===== src/rtl/audio_mix_pkg.sv =====
`default_nettype none
// ============================================================================
// Module   : audio_mix_pkg
// Brief    : Shared types and width helpers for the audio mixer / PWM block.
// Revision : 1.0 - initial release
// ============================================================================
package audio_mix_pkg;

    typedef enum logic [1:0] {
        ST_IDLE  = 2'd0,
        ST_ACCUM = 2'd1,
        ST_SAT   = 2'd2
    } state_t;

    function automatic int clog2(input int value);
        int r;
        r = 0;
        for (int i = 0; i < 31; i++) begin
            if ((1 << i) < value) begin
                r = i + 1;
            end
        end
        return r;
    endfunction

    // Headroom of clog2(N_CH+1) bits guarantees the running sum cannot overflow.
    function automatic int acc_width(input int dw, input int n_ch);
        return dw + clog2(n_ch + 1);
    endfunction

    function automatic int idx_width(input int n_ch);
        return (n_ch > 1) ? clog2(n_ch) : 1;
    endfunction

    localparam int c_def_n_ch  = 3;
    localparam int c_def_dw    = 29;
    localparam int c_def_acc_w = acc_width(c_def_dw, c_def_n_ch);

endpackage
`default_nettype wire


===== src/rtl/pwm_gen.sv =====
`default_nettype none
// ============================================================================
// Module   : pwm_gen
// Brief    : Free-running PWM with duty double-buffered at the period boundary.
// Revision : 1.0 - initial release
// ============================================================================
module pwm_gen #(
    parameter int PWM_BITS = 8
) (
    input  logic                clk,
    input  logic                rst,
    input  logic [PWM_BITS-1:0] duty_in,
    output logic                pwm_out,
    output logic                wrap
);

    localparam logic [PWM_BITS-1:0] c_midscale = {1'b1, {(PWM_BITS-1){1'b0}}};

    logic [PWM_BITS-1:0] r_cnt;
    logic [PWM_BITS-1:0] r_duty;
    logic                r_pwm;

    assign wrap    = &r_cnt;
    assign pwm_out = r_pwm;

    always_ff @(posedge clk) begin
        if (rst) begin
            r_cnt  <= '0;
            r_duty <= c_midscale;
            r_pwm  <= 1'b0;
        end else begin
            r_cnt <= r_cnt + PWM_BITS'(1);
            // Duty only changes on the wrap edge so a period is never cut short.
            if (wrap) begin
                r_duty <= duty_in;
            end
            r_pwm <= (r_cnt < r_duty);
        end
    end

endmodule
`default_nettype wire


===== src/rtl/audio_mix_pwm.sv =====
`default_nettype none
// ============================================================================
// Module   : audio_mix_pwm
// Brief    : Time-shared saturating mixer of N_CH signed channels feeding a PWM.
// Revision : 1.0 - initial release
// ============================================================================
module audio_mix_pwm
    import audio_mix_pkg::*;
#(
    parameter int N_CH     = 3,
    parameter int DW       = 29,
    parameter int PWM_BITS = 8
) (
    input  logic               clk,
    input  logic               rst,
    input  logic [N_CH*DW-1:0] in_data,
    input  logic [N_CH-1:0]    ch_en,
    input  logic               bandera,
    output logic               busy,
    output logic [DW-1:0]      mix_out,
    output logic               mix_valid,
    output logic               sat_flag,
    output logic               overrun,
    output logic               salida_audio,
    output logic               pwm_wrap
);

    localparam int c_acc_w = acc_width(DW, N_CH);
    localparam int c_idx_w = idx_width(N_CH);
    localparam logic [c_idx_w-1:0] c_last_idx = c_idx_w'(N_CH - 1);
    localparam logic signed [c_acc_w-1:0] c_sat_max =
        {{(c_acc_w-DW+1){1'b0}}, {(DW-1){1'b1}}};
    localparam logic signed [c_acc_w-1:0] c_sat_min =
        {{(c_acc_w-DW+1){1'b1}}, {(DW-1){1'b0}}};

    state_t                     r_state;
    logic [DW-1:0]              r_snap [N_CH];
    logic [N_CH-1:0]            r_en_snap;
    logic [c_idx_w-1:0]         r_idx;
    logic signed [c_acc_w-1:0]  r_acc;
    logic [DW-1:0]              r_mix_out;
    logic                       r_mix_valid;
    logic                       r_sat_flag;
    logic                       r_overrun;

    logic                       w_busy;
    logic [DW-1:0]              w_ch;
    logic signed [c_acc_w-1:0]  w_addend;
    logic                       w_sat_hi;
    logic                       w_sat_lo;
    logic [DW-1:0]              w_clamped;
    logic [PWM_BITS-1:0]        w_duty;

    assign w_busy   = (r_state != ST_IDLE);
    assign w_ch     = r_snap[r_idx];
    assign w_addend = r_en_snap[r_idx] ? {{(c_acc_w-DW){w_ch[DW-1]}}, w_ch} : '0;

    assign w_sat_hi  = (r_acc > c_sat_max);
    assign w_sat_lo  = (r_acc < c_sat_min);
    assign w_clamped = w_sat_hi ? c_sat_max[DW-1:0] :
                       w_sat_lo ? c_sat_min[DW-1:0] : r_acc[DW-1:0];

    // Snapshot is pure datapath; it is only consumed after being loaded.
    always_ff @(posedge clk) begin
        if (!w_busy && bandera) begin
            for (int k = 0; k < N_CH; k++) begin
                r_snap[k] <= in_data[k*DW +: DW];
            end
        end
    end

    always_ff @(posedge clk) begin
        if (rst) begin
            r_state     <= ST_IDLE;
            r_en_snap   <= '0;
            r_idx       <= '0;
            r_acc       <= '0;
            r_mix_out   <= '0;
            r_mix_valid <= 1'b0;
            r_sat_flag  <= 1'b0;
            r_overrun   <= 1'b0;
        end else begin
            r_mix_valid <= 1'b0;
            if (bandera && w_busy) begin
                r_overrun <= 1'b1;
            end
            case (r_state)
                ST_IDLE: begin
                    if (bandera) begin
                        r_en_snap <= ch_en;
                        r_idx     <= '0;
                        r_acc     <= '0;
                        r_state   <= ST_ACCUM;
                    end
                end
                ST_ACCUM: begin
                    r_acc <= r_acc + w_addend;
                    r_idx <= r_idx + c_idx_w'(1);
                    if (r_idx == c_last_idx) begin
                        r_state <= ST_SAT;
                    end
                end
                ST_SAT: begin
                    r_mix_out   <= w_clamped;
                    r_sat_flag  <= w_sat_hi | w_sat_lo;
                    r_mix_valid <= 1'b1;
                    r_state     <= ST_IDLE;
                end
                default: begin
                    r_state <= ST_IDLE;
                end
            endcase
        end
    end

    assign busy      = w_busy;
    assign mix_out   = r_mix_out;
    assign mix_valid = r_mix_valid;
    assign sat_flag  = r_sat_flag;
    assign overrun   = r_overrun;

    // Offset binary: flipping the sign bit maps zero to midscale duty.
    assign w_duty = {~r_mix_out[DW-1], r_mix_out[DW-2 -: PWM_BITS-1]};

    pwm_gen #(
        .PWM_BITS (PWM_BITS)
    ) u_pwm_gen (
        .clk     (clk),
        .rst     (rst),
        .duty_in (w_duty),
        .pwm_out (salida_audio),
        .wrap    (pwm_wrap)
    );

endmodule
`default_nettype wire


===== config.mk =====
export PLATFORM = sky130hd
export DESIGN_NAME = audio_mix_pwm
export DESIGN_NICKNAME = d
export VERILOG_FILES = /design/src/rtl/audio_mix_pkg.sv /design/src/rtl/pwm_gen.sv /design/src/rtl/audio_mix_pwm.sv
export SDC_FILE = /design/constraint.sdc
export NUM_CORES = 1
export LEC_CHECK = 0
export CAP_MARGIN = 10
export CORE_MARGIN = 4
export CORE_UTILIZATION = 45
export DETAILED_ROUTE_END_ITERATION = 12
export PLACE_DENSITY = 0.68
export SKIP_LAST_GASP = 1
export SYNTH_ARGS = -nofsm -noshare
export SYNTH_HDL_FRONTEND = slang
export SYNTH_SLANG_ARGS = --single-unit
export TNS_END_PERCENT = 50

===== constraint.sdc =====
create_clock -name clk -period 11 [get_ports clk]
set_input_delay 1.1 -clock clk [delete_from_list [all_inputs] [get_ports clk]]
set_output_delay 1.1 -clock clk [all_outputs]
set_load 0.1 [all_outputs]

==> flow_metrics.py <==
metrics = {
    "logic_synthesis": {
        "synth.area.top_cells": "edfxtp_1 (31%), dfxtp_1 (21%), a21oi_1 (5.8%)",
        "synth-main-ff-cell": "dfxtp_1",
        "ys_seq_area_frac": 0.520,
        "syn_inst": 840,
        "synth_fp_nets": 973,
        "synth-async-reset-ratio": 0,
        "synth-seq-cells": 176,
        "synthesis.area_um2": 8450,
        "syn_avg_cell_area_um2": 10.1,
        "netlist.area_leader.share": 0.309,
        "ys_warn_count": 0,
        "yosys.area.top_type": "edfxtp_1",
        "ys_types": 65,
        "synth_edf_count": 87,
    },
    "floorplan": {
        "coreArea_um2": 18200,
        "die_x_um": 145,
        "rows": 49,
        "die_h_um": 145,
        "fp.dieArea_um2": 21000,
        "ioPinCount": 128,
        "initial_core_util": 0.464,
    },
    "route": {
        "drt_iter0_markers": 442,
        "wl_per_cell_um": 16.0,
        "drc": 0,
        "first_pass_iters": 5,
        "vias_per_cell": 5.30,
        "wl_um": 18900,
        "drtAntennaViolNets": 0,
        "vias": 6255,
    },
    "clock_network": {
        "worst_skew_pair.late_latency_ns": 0.42,
        "htreeDepth": 4,
        "post-cts-setup-buffers": 0,
        "clkTransAtPathRegs_ns": 0.07,
        "cts_resized": 0,
        "tritoncts.num_buffers": 17,
        "root_buffer": "clkbuf_16",
        "hold_buffers": 0,
        "clk_path_buf_depth": 2,
        "cts.sinks": 176,
        "cts_tree": "built",
    },
    "pwr": {
        "power.share.combinational": 0.100,
        "power.density_nw_per_um2": 142,
        "switchingPower_w": 0.000350,
        "p_leak_nw": 3.86,
        "p_clk_frac": 0.399,
        "p_int_w": 0.00113,
        "ir_drop_mv": 0.142,
        "sequentialPowerShare": 0.501,
        "power_switching_share": 0.237,
        "power.total_w": 0.00147,
    },
    "global_route": {
        "grt_max_degree": 91,
        "antenna_found_initial": 0,
        "grt_pass1_wl_um": 30800,
        "grt_pass1_vias": 6099,
        "gr-usage-all-layers": 0.178,
        "overflow": 0,
    },
    "setup_path": {
        "crit_required_ns": 9.90,
        "cp.arrival_ns": 2.88,
        "reg2reg_depth": 14,
        "worst_setup_path_end_kind": "output pin",
        "reg2reg_slack_ns": 7.15,
        "crit_type": "flip-flop to output pin",
        "path_max_fanout": 10,
        "slowest_stage": "clkdlybuf4s50_1",
        "worstPathCellList": "ha_1, nand3_1, nor2_2, clkdlybuf4s50_1",
        "slowest_delay_ns": 1.24,
        "startpoint_type": "flip-flop",
        "r2r_end": "r_acc[28]",
    },
    "layout": {
        "num_antenna_cells": 0,
        "area_growth_pct": 22.8,
        "fillers": 1589,
        "final_cell_mix": "clkdlybuf4s50_1 (126), nor2_1 (109), a21oi_1 (97)",
        "drive_above_1_share": 0.0662,
        "mostFrequentLayoutCell": "clkdlybuf4s50_1",
        "final_cells": 1180,
        "nNetsFinal": 1071,
    },
    "sta": {
        "timing.final.hold_violations": 0,
        "finalCritPeriodShare": 0.362,
        "slew_violations": 0,
        "rsz0062_at_grt": "no",
        "worst_pin_slew_ns": 1.15,
        "finalWorstSetupSlack_ns": 7.02,
        "max_freq_mhz": 251,
        "tns_ns": 0,
        "layout_min_cycle_time_ns": 3.98,
        "finClkSkew_ns": 0.00772,
        "setup_violations": 0,
        "max_slew_margin": 0.232,
    },
    "hold_path": {
        "hold_path.class": "flip-flop to flip-flop",
        "hp-start": "mix_out[7]",
        "min_to": "mix_out[7]",
        "hold-path-cell-count": 2,
    },
    "outcome": {
        "run_status": "complete, no violations",
    },
    "flow_run": {
        "cap_violations": 0,
    },
    "place": {
        "gp_congestion": 0.872,
        "preCtsSetupSlack_ns": 7.13,
        "place_hpwl_um": 13600,
        "port_buffers": 127,
        "dp_cells": 1147,
    },
}
==> critical path: cells and delay by family, from the launching register on <==
kind | cells | cell delay (ns)
fa+ha+maj | 1 | 0.26
buf+inv | 1 | 1.24
flops | 1 | 0.37
simple gates | 2 | 0.58
==> how the worst max path moves through the flow <==
stage                  startpoint  slack (ns)         to
4_1_cts        u_pwm_gen.r_cnt[0]        7.00   pwm_wrap
6_report       u_pwm_gen.r_cnt[0]        7.02   pwm_wrap
2_1_floorplan             bandera        7.06  r_acc[13]
5_1_grt                 flip-flop        6.73  r_acc[28]
3_5_place_dp            flip-flop        7.13  r_acc[28]
3_3_place_gp            flip-flop        7.19  r_acc[28]
==> cell usage after synthesis (2+ instances only) <==
master,instances
nor2_1,110
a21oi_1,98
dfxtp_1,89
edfxtp_1,87
nand2_1,71
o21ai_0,52
mux2i_1,41
ha_1,39
clkbuf_1,30
a21o_1,23
nand3_1,17
inv_1,15
xnor2_1,15
buf_4,10
a22oi_1,9
nand4_1,9
o21ai_1,9
xor2_1,9
nand2b_1,7
or3_1,7
a211o_1,6
buf_1,6
nor3_1,6
a211oi_1,5
nor2b_1,5
and3_1,4
or2_2,4
buf_2,3
clkbuf_2,3
o211ai_1,3
a2111o_1,2
a2111oi_0,2
a21oi_2,2
a221o_1,2
a31oi_1,2
a32o_1,2
and2_1,2
nor2_2,2
nor4_1,2
o21a_1,2
o21ai_2,2
o21bai_1,2
o31ai_1,2
==> stage by stage <==
stage                     utilization  hold WS, ns  instance area (um^2)
after detailed placement        0.538        0.448                  9790
after CTS                       0.569        0.455                 10400
after global placement          0.538        0.441                  9790
final                           0.570        0.450                 10400
after global routing            0.570        0.472                 10400
after floorplan                     -        0.425                  8450
==> flip-flops by register name, indices dropped and copies added (netlist names), named ones only <==
signal,count
r_snap,87
r_acc,31
mix_out,29
u_pwm_gen.r_cnt,8
u_pwm_gen.r_duty,8
r_en_snap,3
r_idx,2
r_state,2
mix_valid,1
overrun,1
sat_flag,1
u_pwm_gen.pwm_out,1
==> kinds of logic (layout without fill, tap and decap cells) <==
group                      Yosys count  after routing  share of synthesized area
buffers and inverters               69            180                     0.0381
xor gates and xnor gates            24             24                     0.0249
muxes                               42             42                     0.0499
and+or+nand+nor                    252            252                      0.133
AOI/OAI and AO/OA                  237            237                      0.174
DFF                                176            176                      0.520
adders and majority gates           40             40                     0.0601
==> cell type report <==
class	instances	area, um^2	area share
clock inverter	12	134	0.0129
inverter	15	57.6	0.00555
tap	229	287	0.0276
clock buffer	20	437	0.0421
multi-input combinational	595	3740	0.361
timing repair buffer	133	1320	0.127
sequential	176	4400	0.424
==> power groups by stage <==
stage | Sequential, W | Clock [W] | Combinational [W]
global route | 0.000742 | 0.000631 | 0.000161
finish | 0.000739 | 0.000589 | 0.000147
CTS | 0.000740 | 0.000601 | 0.000147
global placement | 0.000753 | 0 | 0.000145
detailed placement | 0.000754 | 0 | 0.000146
floorplan | 0.000748 | 0 | 0.0000905
==> per-layer routing <==
metal | part of all wire | track usage | vias to the layer above
met2 | 0.41 | 0.255 | 192
met1 | 0.51 | 0.273 | 2844
met3 | 0.064 | 0.0365 | 12
li1 | - | - | 3207
met4 | 0.010 | 0.0475 | 0
met5 | 0 | 0 | -
Power figures use the tool's default switching activity.
